## config.mk

```make
export PLATFORM = sky130hd
export DESIGN_NAME = mmio_port_unit
export DESIGN_NICKNAME = d
export VERILOG_FILES = /design/src/rtl/mmio_port_pkg.sv /design/src/rtl/port_out_fifo.sv /design/src/rtl/mmio_port_unit.sv
export SDC_FILE = /design/constraint.sdc
export NUM_CORES = 1
export LEC_CHECK = 0
export CORE_ASPECT_RATIO = 1.2
export CORE_MARGIN = 2
export CORE_UTILIZATION = 50
export CTS_CLUSTER_DIAMETER = 50
export DETAILED_ROUTE_END_ITERATION = 12
export GPL_TIMING_DRIVEN = 0
export PLACE_DENSITY_LB_ADDON = 0.15
export SLEW_MARGIN = 20
export SYNTH_ARGS = -nofsm -noshare
export SYNTH_HDL_FRONTEND = slang
export SYNTH_SLANG_ARGS = --single-unit
```

## constraint.sdc

```tcl
create_clock -name clk -period 3.1 [get_ports clk]
set_input_delay 0.62 -clock clk [delete_from_list [all_inputs] [get_ports clk]]
set_output_delay 0.62 -clock clk [all_outputs]
set_load 0.005 [all_outputs]
```

## src/rtl/mmio_port_pkg.sv

```systemverilog
// Shared definitions for the memory-mapped port unit: register map,
// STATUS bit positions, default base address and the address decoder.
package mmio_port_pkg;

  // Default byte address of register 0 (DATA_OUT)
  localparam logic [31:0] DEFAULT_BASE_ADDR = 32'h1001_0100;

  // Byte offsets of the three registers from the base address
  localparam logic [3:0] OFF_DATA_OUT = 4'h0;
  localparam logic [3:0] OFF_DATA_IN  = 4'h4;
  localparam logic [3:0] OFF_STATUS   = 4'h8;

  // STATUS register bit positions
  localparam int STAT_EMPTY    = 0;
  localparam int STAT_FULL     = 1;
  localparam int STAT_CHANGED  = 2;
  localparam int STAT_OVERFLOW = 3;

  typedef enum logic [1:0] {
    REG_DATA_OUT,
    REG_DATA_IN,
    REG_STATUS,
    REG_NONE
  } reg_sel_e;

  // Word-granular decode: byte lanes are irrelevant, so only word
  // addresses are compared against the base.
  function automatic reg_sel_e decode_reg(input logic [29:0] word_addr,
                                          input logic [29:0] base_word);
    logic [29:0] off;
    off = word_addr - base_word;
    if (off == 30'(OFF_DATA_OUT >> 2)) return REG_DATA_OUT;
    if (off == 30'(OFF_DATA_IN >> 2))  return REG_DATA_IN;
    if (off == 30'(OFF_STATUS >> 2))   return REG_STATUS;
    return REG_NONE;
  endfunction

endpackage

```

## src/rtl/port_out_fifo.sv

```systemverilog
// Output FIFO for the port unit. The head entry is exposed directly;
// a pop and a push may occur on the same edge even when full.
module port_out_fifo #(
  parameter int DEPTH = 4,
  parameter int WIDTH = 32
) (
  input  logic                     clk,
  input  logic                     reset,
  input  logic                     push,
  input  logic                     pop,
  input  logic [WIDTH-1:0]         din,
  output logic                     full,
  output logic                     empty,
  output logic [$clog2(DEPTH):0]   count,
  output logic [WIDTH-1:0]         head
);

  localparam int PTR_W = $clog2(DEPTH);
  localparam int CNT_W = PTR_W + 1;

  logic [WIDTH-1:0] mem_q [DEPTH];
  logic [PTR_W-1:0] wr_ptr_q, wr_ptr_d;
  logic [PTR_W-1:0] rd_ptr_q, rd_ptr_d;
  logic [CNT_W-1:0] count_q, count_d;
  logic             push_ok, pop_ok;

  assign empty = (count_q == '0);
  assign full  = (count_q == CNT_W'(DEPTH));
  assign count = count_q;

  // A push while full is only taken if the head leaves on the same edge
  assign pop_ok  = pop && !empty;
  assign push_ok = push && (!full || pop_ok);

  // Head is forced to zero while empty so stale entries never leak out
  assign head = empty ? '0 : mem_q[rd_ptr_q];

  // Next-state pointers and occupancy; pointers wrap naturally (DEPTH is 2^n)
  always_comb begin
    wr_ptr_d = wr_ptr_q;
    rd_ptr_d = rd_ptr_q;
    count_d  = count_q;
    if (push_ok) wr_ptr_d = wr_ptr_q + 1'b1;
    if (pop_ok)  rd_ptr_d = rd_ptr_q + 1'b1;
    case ({push_ok, pop_ok})
      2'b10:   count_d = count_q + 1'b1;
      2'b01:   count_d = count_q - 1'b1;
      default: count_d = count_q;
    endcase
  end

  // Pointer and count state, cleared immediately on reset
  always_ff @(posedge clk or posedge reset) begin
    if (reset) begin
      wr_ptr_q <= '0;
      rd_ptr_q <= '0;
      count_q  <= '0;
    end else begin
      wr_ptr_q <= wr_ptr_d;
      rd_ptr_q <= rd_ptr_d;
      count_q  <= count_d;
    end
  end

  // Storage array; contents need no reset because empty masks the head
  always_ff @(posedge clk) begin
    if (push_ok) mem_q[wr_ptr_q] <= din;
  end

endmodule

```

## src/rtl/mmio_port_unit.sv

```systemverilog
// Memory-mapped I/O port: a store-fed output FIFO, a synchronized 8-bit
// input with sticky change detection, and a STATUS register.
module mmio_port_unit
  import mmio_port_pkg::*;
#(
  parameter logic [31:0] BASE_ADDR  = DEFAULT_BASE_ADDR,
  parameter int          FIFO_DEPTH = 4
) (
  input  logic        clk,
  input  logic        reset,
  input  logic [31:0] Address,
  input  logic [31:0] WriteData,
  input  logic        MemWrite,
  input  logic        MemRead,
  output logic [31:0] ReadData,
  output logic        Hit,
  input  logic [7:0]  PortIn,
  output logic [31:0] PortOut,
  output logic        OutValid,
  input  logic        OutReady
);

  localparam int CNT_W = $clog2(FIFO_DEPTH) + 1;

  reg_sel_e         sel;
  logic             store_data_out, store_status, load_data_in;
  logic             fifo_pop, fifo_full, fifo_empty;
  logic [CNT_W-1:0] fifo_count;
  logic [31:0]      fifo_head;
  logic             overflow_evt, change_evt;
  logic [7:0]       sync1_q, sync2_q, prev_q;
  logic             changed_q, changed_d;
  logic             overflow_q, overflow_d;
  logic [31:0]      status_word;
  logic             addr_lsb_unused;

  // Byte-lane bits of the address play no part in decoding
  assign addr_lsb_unused = ^Address[1:0];

  assign sel = decode_reg(Address[31:2], BASE_ADDR[31:2]);
  assign Hit = (sel != REG_NONE);

  assign store_data_out = MemWrite && (sel == REG_DATA_OUT);
  assign store_status   = MemWrite && (sel == REG_STATUS);
  assign load_data_in   = MemRead  && (sel == REG_DATA_IN);

  assign fifo_pop     = OutValid && OutReady;
  assign overflow_evt = store_data_out && fifo_full && !fifo_pop;
  assign change_evt   = (sync2_q != prev_q);

  port_out_fifo #(
    .DEPTH (FIFO_DEPTH),
    .WIDTH (32)
  ) u_fifo (
    .clk   (clk),
    .reset (reset),
    .push  (store_data_out),
    .pop   (fifo_pop),
    .din   (WriteData),
    .full  (fifo_full),
    .empty (fifo_empty),
    .count (fifo_count),
    .head  (fifo_head)
  );

  assign OutValid = !fifo_empty;
  assign PortOut  = fifo_head;

  // Sticky flags: a new event on the same edge beats a software clear
  always_comb begin
    overflow_d = overflow_q;
    changed_d  = changed_q;
    if (store_status && WriteData[STAT_OVERFLOW]) overflow_d = 1'b0;
    if (overflow_evt)                             overflow_d = 1'b1;
    if (load_data_in)                             changed_d  = 1'b0;
    if (change_evt)                               changed_d  = 1'b1;
  end

  // Input synchronizer, previous-value copy and sticky flags
  always_ff @(posedge clk or posedge reset) begin
    if (reset) begin
      sync1_q    <= '0;
      sync2_q    <= '0;
      prev_q     <= '0;
      changed_q  <= 1'b0;
      overflow_q <= 1'b0;
    end else begin
      sync1_q    <= PortIn;
      sync2_q    <= sync1_q;
      prev_q     <= sync2_q;
      changed_q  <= changed_d;
      overflow_q <= overflow_d;
    end
  end

  // Combinational load data; zero whenever the address misses this block
  always_comb begin
    status_word                = '0;
    status_word[STAT_EMPTY]    = fifo_empty;
    status_word[STAT_FULL]     = fifo_full;
    status_word[STAT_CHANGED]  = changed_q;
    status_word[STAT_OVERFLOW] = overflow_q;
    case (sel)
      REG_DATA_OUT: ReadData = 32'(fifo_count);
      REG_DATA_IN:  ReadData = {24'b0, sync2_q};
      REG_STATUS:   ReadData = status_word;
      default:      ReadData = '0;
    endcase
  end

endmodule

```

==> results of run 1 <==
report_power, final:
group | switching [W] | internal (W)
Combinational | 0.000675 | 0.00114
Sequential | 0.0000628 | 0.00239
Clock | 0.000849 | 0.00119
stage by stage:
stage / hold WS, ns / area (sq um) / util [%] / worst slack, ns
floorplan: 0.331 / 6740 / - / 0.121
global placement: 0.332 / 8090 / 61.6 / -0.820
detailed placement: 0.335 / 8090 / 61.6 / -0.842
CTS: 0.349 / 8720 / 66.5 / 0.00294
global route: 0.358 / 8730 / 66.6 / -0.00581
finish: 0.346 / 8730 / 66.6 / 0.0534
kinds of logic (layout without fill, tap and decap cells):
kind of cell,after synthesis,count (layout),synth area share (%)
other cells,1,24,0.0564
simple gates,82,82,8.51
compound gates,18,18,2.26
flops,161,161,70.3
mux,37,37,11.6
buf+inv,47,199,4.18
xor+xnor,14,14,1.85
fa+ha+maj,6,6,1.24
cells in the final DEF (no fill, tap or decap), types with 11 or more instances in the layout:
| master | n |
|---|---|
| clkdlybuf4s50_1 | 83 |
| conb_1 | 24 |
| clkbuf_16 | 17 |
| and2_1 | 35 |
| buf_2 | 13 |
| edfxtp_1 | 128 |
| buf_4 | 33 |
| dfrtp_1 | 32 |
| mux4_2 | 32 |
| xor2_1 | 11 |
metal layers:
layer	vias to the layer above	wire, um	GRT usage (%)
li1	1697	-	-
met1	1815	4930	22.2
met2	100	6680	33.1
met3	18	599	4.55
met4	0	247	8.04
met5	-	0	0
worst paths after layout:
| check | start | to | slack, ns | cells past startpoint |
|---|---|---|---|---|
| worst max register to register | u_fifo.count[0] | u_fifo.count[2] | 0.69 | 9 |
| max in group asynchronous | reset | u_fifo.rd_ptr_q[0] | 2.02 | 2 |
| min in group asynchronous | reset | sync1_q[0] | 0.62 | 2 |
| worst min register to register | sync1_q[6] | sync2_q[6] | 0.35 | 0 |
| worst max-delay path | Address[12] | ReadData[7] | 0.05 | 8 |
| worst min-delay path | sync1_q[6] | sync2_q[6] | 0.35 | 0 |
area by class of cell:
class / count / area (sq um) / area share (%)
inverters: 8 / 30.0 / 0.344
repair buffers: 121 / 1120 / 12.8
multi-input cells: 181 / 1860 / 21.3
flip-flops and latches: 161 / 4670 / 53.5
clock buffers: 17 / 425 / 4.87
plain buffers: 38 / 259 / 2.97
well taps: 168 / 210 / 2.41
clock inverters: 15 / 158 / 1.80
registers in the layout (all words and copies together), names as in the netlist:
signal           flops
u_fifo.mem_q       128
prev_q               8
sync1_q              8
sync2_q              8
u_fifo.count         3
u_fifo.rd_ptr_q      2
u_fifo.wr_ptr_q      2
changed_q            1
overflow_q           1
what timing repair did:
action	4_1_cts	5_1_grt
hold endpoints to repair	0	0
setup endpoints to repair	166	8
resized for setup	103	9
setup buffers	5	2
hold buffers	0	0
pin swaps	13	6
gates cloned	1	0
==> summary.txt, run 1 <==
routed wire length: 12.5 mm
Max FO, Critical Path: 6
gr ovfl total: 0
Synth Flop Type: edfxtp_1
First DRT Iteration DRCs: 134
minimum clock period: 3.05 ns
Worst Path Buf+Inv: 3
Final setup viols: 0
biggest area consumer among synthesized cells: edfxtp_1
worst-skew pair later-pin latency: 0.42 ns
placed insts: 671
RSZ-0062 raised after global routing: yes
Power Total: 0.00631 W
CTS clk-pin slew, worst paths: 0.06 ns
worst-path cell chain: buf_6, or4_4, nand4b_4, nor4b_4, and3_4, buf_6, and3_4, buf_2
via count: 3630
first-pass GRT wire length: 19.6 mm
routability cong.: 0.807
Synth cell types: 53
status: completed
Post-route DRC: 0
Core ar.: 0.0131 sq mm
area delta synth->final: 31.5%
Die Width: 109 um
top cells by count, synth: 128 x edfxtp_1, 36 x and2_1, 33 x dfrtp_1
Mean Syn Cell Area: 18.2 sq um
sequential share of the synthesized area: 70.3%
DIE HEIGHT: 130 um
required time of the worst setup path: 2.48 ns
PortBufs: 114
DRT Pass-1 Iters: 6
Power Dens Cells: 722 mW/mm^2
Worst path top cell family by delay: simple AND/OR/NAND/NOR gates
Site Rows: 46
number of global-route vias before repair: 3787
Slew HR: 40.1%
yosys warns: 0
wire per inst: 17.6 um
top post-synthesis cells by area: edfxtp_1 58%, dfrtp_1 12%, mux4_2 11%, and2_1 3.4%, buf_4 2.7%
CP Launch Type: input pin
Fin. Hold Viols: 0
Synth top area share: 57.9%
ratio of cells with drive above 1 in the final layout: 27.5%
Detail Route Antenna Nets: 0
io pins: 143
Post-Syn Area: 0.00664 sq mm
CP max stage delay: 0.57 ns
worst slew pin tran: 0.899 ns
clock buffer depth: 2
fin cells: 709
Mapped Cells: 366
ys async rst share: 20.5%
crit share post-route: 98.3%
number of nets in the layout: 611
kind of critical path: in2out
HP Class: reg2reg
most common cell in the netlist: edfxtp_1
Fillers: 941
number of synthesized flops with an enable pin: 128
Pleak: 3.24 nW
VDD IR max: 0.449 mV
Initial Utilization: 50.6%
clk_skew: 0.00623 ns
CP Capture Type: output pin
CTS Buf Count: 17
Critical-path top delay cell: or4_4
antenna cells: 0
cell chosen for the clock root: clkbuf_16
largest net degree at the start of global routing: 34
GRT Overall Usage: 18.9%
CP arrival: 2.43 ns
HPWL after DPL: 8.00 mm
Vias per Instance: 5.12
CTS tree: built
Slew Limit Fails: 0
Die ar.: 0.0142 sq mm
initial antenna violation count: 0
CTS sink count: 161
number of max-cap violations: 0
fmax: 328 MHz
Max H-tree Level: 4
setup_tns: 0 ns
Synth Register Bits: 161
Note: power is estimated with default switching activity, not from simulation.
==> run 2: changes to the inputs <==
Settings changed: CORE_UTILIZATION 50 to 35, PLACE_DENSITY_LB_ADDON 0.15 to 0.05.
==> run 2 against run 1 <==
The run now ends with negative setup slack left. Register-to-register slack improved by 0.03 ns. Wire length rose by 7.4%. Largest cell class unchanged. Largest power group unchanged. Flip-flop and latch count is the same. Highest routed layer unchanged. Critical endpoint unchanged. Critical path type unchanged. Clock-buffer cell count rose by 2.
==> summary.txt, run 2 (synthesis gave the netlist of run 1 again) <==
CP max stage delay: 0.57 ns (about the same)
crit share post-route: 101% (+2.7 points)
worst-skew pair later-pin latency: 0.42 ns (about the same)
VDD IR max: 0.436 mV (-3.0%)
Core ar.: 0.0187 sq mm (+43%)
Critical-path top delay cell: or4_4
commonest cells after routing, fill and taps aside: 128 x edfxtp_1, 83 x clkdlybuf4s50_1, 36 x and2_1, 33 x buf_4
first-pass GRT wire length: 21.1 mm (+7.7%)
number of nets in the layout: 611 (unchanged)
R2R depth: 9 (unchanged)
wire per inst: 16.8 um (-4.1%)
CTS clk-pin slew, worst paths: 0.06 ns (about the same)
Initial Utilization: 35.5% (-15 points)
Top reg by flops: u_fifo.mem_q
DIE HEIGHT: 155 um (+19%)
worst slew pin tran: 0.942 ns (+0.0429 ns)
ratio of cells with drive above 1 in the final layout: 27.0% (-0.59 points)
PortBufs: 114 (unchanged)
antenna cells: 0 (unchanged)
kind of critical path: in2out
Post-route DRC: 0 (unchanged)
r2r startpoint: u_fifo.count[0]
hold path start: sync1_q[7]
HPWL after DPL: 8.59 mm (+7.5%)
fmax: 320 MHz (-2.6%)
status: finished, violations left
failing checks: negative setup slack
Site Rows: 55 (+20%)
minimum clock period: 3.13 ns (+0.0829 ns)
max reg flops: 128 (unchanged)
CP Capture Type: output pin
Detail Route Antenna Nets: 0 (unchanged)
largest net degree at the start of global routing: 34 (unchanged)
clock buffer depth: 2 (unchanged)
DRT Pass-1 Iters: 4 (-2)
Fin. Hold Viols: 0 (unchanged)
Slew HR: 37.2% (-2.9 points)
Final WS setup: -0.0295 ns (-0.0829 ns)
CP Launch Type: input pin
worst reg-to-reg setup slack: 0.72 ns (+0.03 ns)
Max FO, Critical Path: 6 (unchanged)
CTS Buf Count: 17 (unchanged)
HP Class: reg2reg
number of global-route vias before repair: 3957 (+4.5%)
Slew Limit Fails: 0 (unchanged)
required time of the worst setup path: 2.48 ns (about the same)
worst r2r dst: u_fifo.count[2]
Max H-tree Level: 4 (unchanged)
CP arrival: 2.51 ns (+0.08 ns)
fin area: 0.00883 sq mm (+1.1%)
CTS tree: built
routed wire length: 13.4 mm (+7.4%)
cell depth of the worst hold path: 0 (unchanged)
RSZ-0062 raised after global routing: yes
Area after DPL: 0.00820 sq mm (+1.4%)
number of max-cap violations: 0 (unchanged)
Power Dens Cells: 708 mW/mm^2 (-2.0%)
First DRT Iteration DRCs: 172 (+28%)
cell chosen for the clock root: clkbuf_16
CTS sink count: 161 (unchanged)
most frequent CP cell: buf_6
clk_skew: 0.00536 ns (-0.000866 ns)
GRT Overall Usage: 14.2% (-4.7 points)
io pins: 143 (unchanged)
area delta synth->final: 33.0%
Worst Setup Slack post-DPL: -0.864 ns (-0.0217 ns)
gr ovfl total: 0 (unchanged)
Vias per Instance: 4.56 (-11%)
routability cong.: 0.709 (-12%)
worst-path cell chain: buf_6, or4_4, nand4b_4, nor4b_4, and3_4, buf_6, buf_6, and3_4, buf_6
Power Total: 0.00625 W (-0.88%)
Die ar.: 0.0201 sq mm (+41%)
Final setup viols: 6 (+6)
Die Width: 130 um (+19%)
initial antenna violation count: 0 (unchanged)
commonest non-fill, non-tap cell in the layout: edfxtp_1
Worst Hold Endpoint: sync2_q[7]
Pleak: 3.23 nW (-0.50%)
via count: 3623 (-0.19%)
[run 2: layer usage]
| layer | vias up | GRT usage [%] | wire, um |
|---|---|---|---|
| li1 | 1687 | - | - |
| met1 | 1840 | 17.3 | 5510 |
| met2 | 83 | 24.6 | 7160 |
| met3 | 13 | 3.27 | 507 |
| met4 | 0 | 5.17 | 196 |
| met5 | - | 0 | 0 |
[run 2: area by class of cell]
| cell class | count | area, sq um |
|---|---|---|
| buffer | 37 | 255 |
| clock buffer | 19 | 433 |
| clock inverter | 10 | 115 |
| fill | 1679 | 9880 |
| inverter | 8 | 30.0 |
| multi-input combinational | 181 | 1860 |
| sequential | 161 | 4670 |
| tap | 256 | 320 |
| timing repair buffer | 122 | 1150 |
[run 2: timing repair]
action                     in CTS  in global routing
hold endpoints to repair        0                  0
gates cloned                    0                  0
gates resized for setup       103                  8
pin swaps                      13                  6
setup endpoints to repair     167                 32
setup buffers                   7                  1
hold buffers                    0                  0
[run 2: worst max path at each step]
stage,startpoint,to,slack (ns),cells after the start
finish,Address[13],ReadData[7],-0.03,9
global placement,Address[14],Hit,-0.84,8
floorplan,Address[14],u_fifo.mem_q[3][0],0.12,6
CTS,Address[8],ReadData[7],-0.03,10
global route,Address[13],ReadData[7],-0.11,9
detailed placement,Address[14],Hit,-0.86,8
[run 2: critical path: cells and delay by family]
family	cells	cell delay, ns
buffers and inverters	4	0.40
AND/OR/NAND/NOR	5	1.49
[run 2: per-stage QoR]
step                instances  hold WS [ns]  setup TNS, ns  utilization (%)
global route              794         0.356         -0.665             47.2
global placement          759         0.331        -102.70             43.8
finish                    794         0.348         -0.130             47.2
detailed placement        759         0.336        -103.77             43.8
floorplan                 389         0.331              0                -
CTS                       794         0.350        -0.0955             47.2
[run 2: power by group]
| group | internal, W | total [W] | switching (W) | leakage (nW) |
|---|---|---|---|---|
| registers | 0.00239 | 0.00245 | 0.0000594 | 1.54 |
| logic | 0.00114 | 0.00184 | 0.000699 | 1.44 |
| clock network | 0.00117 | 0.00197 | 0.000799 | 0.251 |
| total | 0.00470 | 0.00625 | 0.00156 | 3.23 |
==> run 3: changes to the inputs <==
Clock period 3.1 ns to 3 ns, I/O delays scaled along.
==> run 3 against run 2 <==
The flow still finishes with violations (negative setup slack). Clock power is 3% higher. Combinational power is 8% higher. Final cell count is 0.50% higher. Highest routed layer unchanged. Clock skew barely moved. Largest cell class unchanged. Sequential power increased by 3%.
==> summary.txt, run 3 (synthesis gave the netlist of run 1 again) <==
commonest cells after routing, fill and taps aside: 128 x edfxtp_1, 83 x clkdlybuf4s50_1, 36 x and2_1, 35 x buf_4
Slew Limit Fails: 0 (unchanged)
Die ar.: 0.0201 sq mm (unchanged)
Initial Utilization: 35.5% (unchanged)
Site Rows: 55 (unchanged)
first-pass GRT wire length: 21.1 mm (-0.17%)
CTS clk-pin slew, worst paths: 0.06 ns (about the same)
Final WS setup: -0.0882 ns (-0.0587 ns)
Max FO, Critical Path: 6 (unchanged)
metal2 WL: 7.17 mm (+0.13%)
commonest non-fill, non-tap cell in the layout: edfxtp_1
hold path start: sync1_q[7]
minimum clock period: 3.09 ns
initial antenna violation count: 0 (unchanged)
M1 WL: 5.53 mm (+0.34%)
failing checks: negative setup slack
number of nets in the layout: 615 (+0.65%)
CP arrival: 2.49 ns (-0.02 ns)
placed insts: 759 (unchanged)
Die Width: 130 um (unchanged)
worst-skew pair later-pin latency: 0.42 ns (about the same)
number of max-cap violations: 0 (unchanged)
Core ar.: 0.0187 sq mm (unchanged)
Detail Route Antenna Nets: 0 (unchanged)
Fin. Hold Viols: 0 (unchanged)
CP Launch Type: input pin
PortBufs: 114 (unchanged)
clock buffer depth: 2 (unchanged)
via count: 3661 (+1.0%)
max reg flops: 128 (unchanged)
CTS tree: built
ratio of cells with drive above 1 in the final layout: 28.0% (+1.1 points)
gr ovfl total: 0 (unchanged)
Final setup viols: 6 (unchanged)
io pins: 143 (unchanged)
area delta synth->final: 34.0%
CTS sink count: 161 (unchanged)
DIE HEIGHT: 155 um (unchanged)
First DRT Iteration DRCs: 140 (-19%)
HP Class: reg2reg
kind of critical path: in2out
Post-route DRC: 0 (unchanged)
cell depth of the worst hold path: 0 (unchanged)
VDD IR max: 0.412 mV (-5.4%)
number of global-route vias before repair: 3940 (-0.43%)
largest net degree at the start of global routing: 34 (unchanged)
Vias per Instance: 4.59 (+0.54%)
clk_skew: 0.00532 ns (-0.0000369 ns)
hold slack: 0.348 ns (-0.00000300 ns)
WL met3: 526 um (+3.7%)
worst reg-to-reg setup slack: 0.61 ns (-0.11 ns)
cell chosen for the clock root: clkbuf_16
routability cong.: 0.709 (unchanged)
RSZ-0062 raised after global routing: yes
status: finished, violations left
Pleak: 3.25 nW (+0.84%)
r2r startpoint: u_fifo.count[2]
HPWL after DPL: 8.59 mm (unchanged)
CP Capture Type: output pin
Max H-tree Level: 4 (unchanged)
routed wire length: 13.4 mm (+0.46%)
required time of the worst setup path: 2.40 ns (-0.08 ns)
worst r2r dst: u_fifo.mem_q[3][8]
Slew HR: 39.2% (+2.0 points)
CTS Buf Count: 17 (unchanged)
R2R depth: 3 (-6)
Top reg by flops: u_fifo.mem_q
Power Dens Cells: 736 mW/mm^2 (+3.9%)
DRT Pass-1 Iters: 4 (unchanged)
antenna cells: 0 (unchanged)
worst slew pin tran: 0.912 ns (-0.0305 ns)
wire per inst: 16.8 um (about the same)
GRT Overall Usage: 14.2% (-0.029 points)
fin cells: 798 (+0.50%)
Worst Hold Endpoint: sync2_q[7]
fmax: 324 MHz
crit share post-route: 103%
top routing layer used: met4
## run 3: worst max-delay path by stage
stage | startpoint | endpoint | slack [ns] | cells after the start
floorplan | Address[14] | u_fifo.mem_q[3][0] | 0.04 | 6
global placement | Address[14] | u_fifo.mem_q[3][14] | -0.92 | 7
detailed placement | Address[14] | Hit | -0.92 | 8
CTS | Address[8] | ReadData[7] | -0.09 | 10
global route | Address[13] | ReadData[7] | -0.17 | 9
finish | Address[13] | ReadData[7] | -0.09 | 9
## run 3: critical path: stages
cell and delay, ns:
buf_6 0.09, or4_4 0.57, nand4b_4 0.21, nor4b_4 0.30, and3_4 0.23, buf_6 0.12, buf_6 0.10, and3_4 0.18
buf_6 0.09
## run 3: per-stage QoR
stage                     setup TNS, ns  utilization (%)  setup slack (ns)  power [W]  instance area [sq um]
after floorplan                       0                -            0.0406    0.00357                   6740
after global placement          -113.72             43.8            -0.919    0.00450                   8200
after detailed placement        -114.79             43.8            -0.924    0.00451                   8200
after CTS                        -0.335             47.1           -0.0934    0.00659                   8820
after global routing              -1.87             47.6            -0.165    0.00689                   8900
final                            -0.471             47.6           -0.0882    0.00655                   8900
## run 3: area by class of cell
type | count | area (sq um)
Sequential cell | 161 | 4670
Clock inverter | 10 | 115
Inverter | 8 | 30.0
Fill cell | 1669 | 9820
Tap cell | 256 | 320
Clock buffer | 19 | 433
Timing Repair Buffer | 126 | 1170
Multi-Input combinational cell | 181 | 1890
Buffer | 37 | 274
## run 3: per-layer routing
layer,vias to the layer above,global-route usage (%)
met3,15,3.27
met1,1863,17.2
met5,-,0
met4,0,5.17
met2,87,24.6
li1,1696,-
## run 3: timing repair
action,4_1_cts,5_1_grt
buffers inserted,7,5
pin swaps,13,6
endpoints found under the setup margin,168,103
gates cloned,0,0
hold buffers,0,0
hold endpoints to repair,0,0
gates resized for setup,112,16
## run 3: power by group
part | switching (W) | leakage (nW) | internal (W)
registers | 0.0000594 | 1.54 | 0.00247
clock network | 0.000826 | 0.251 | 0.00121
logic | 0.000742 | 1.47 | 0.00125
total | 0.00163 | 3.25 | 0.00492
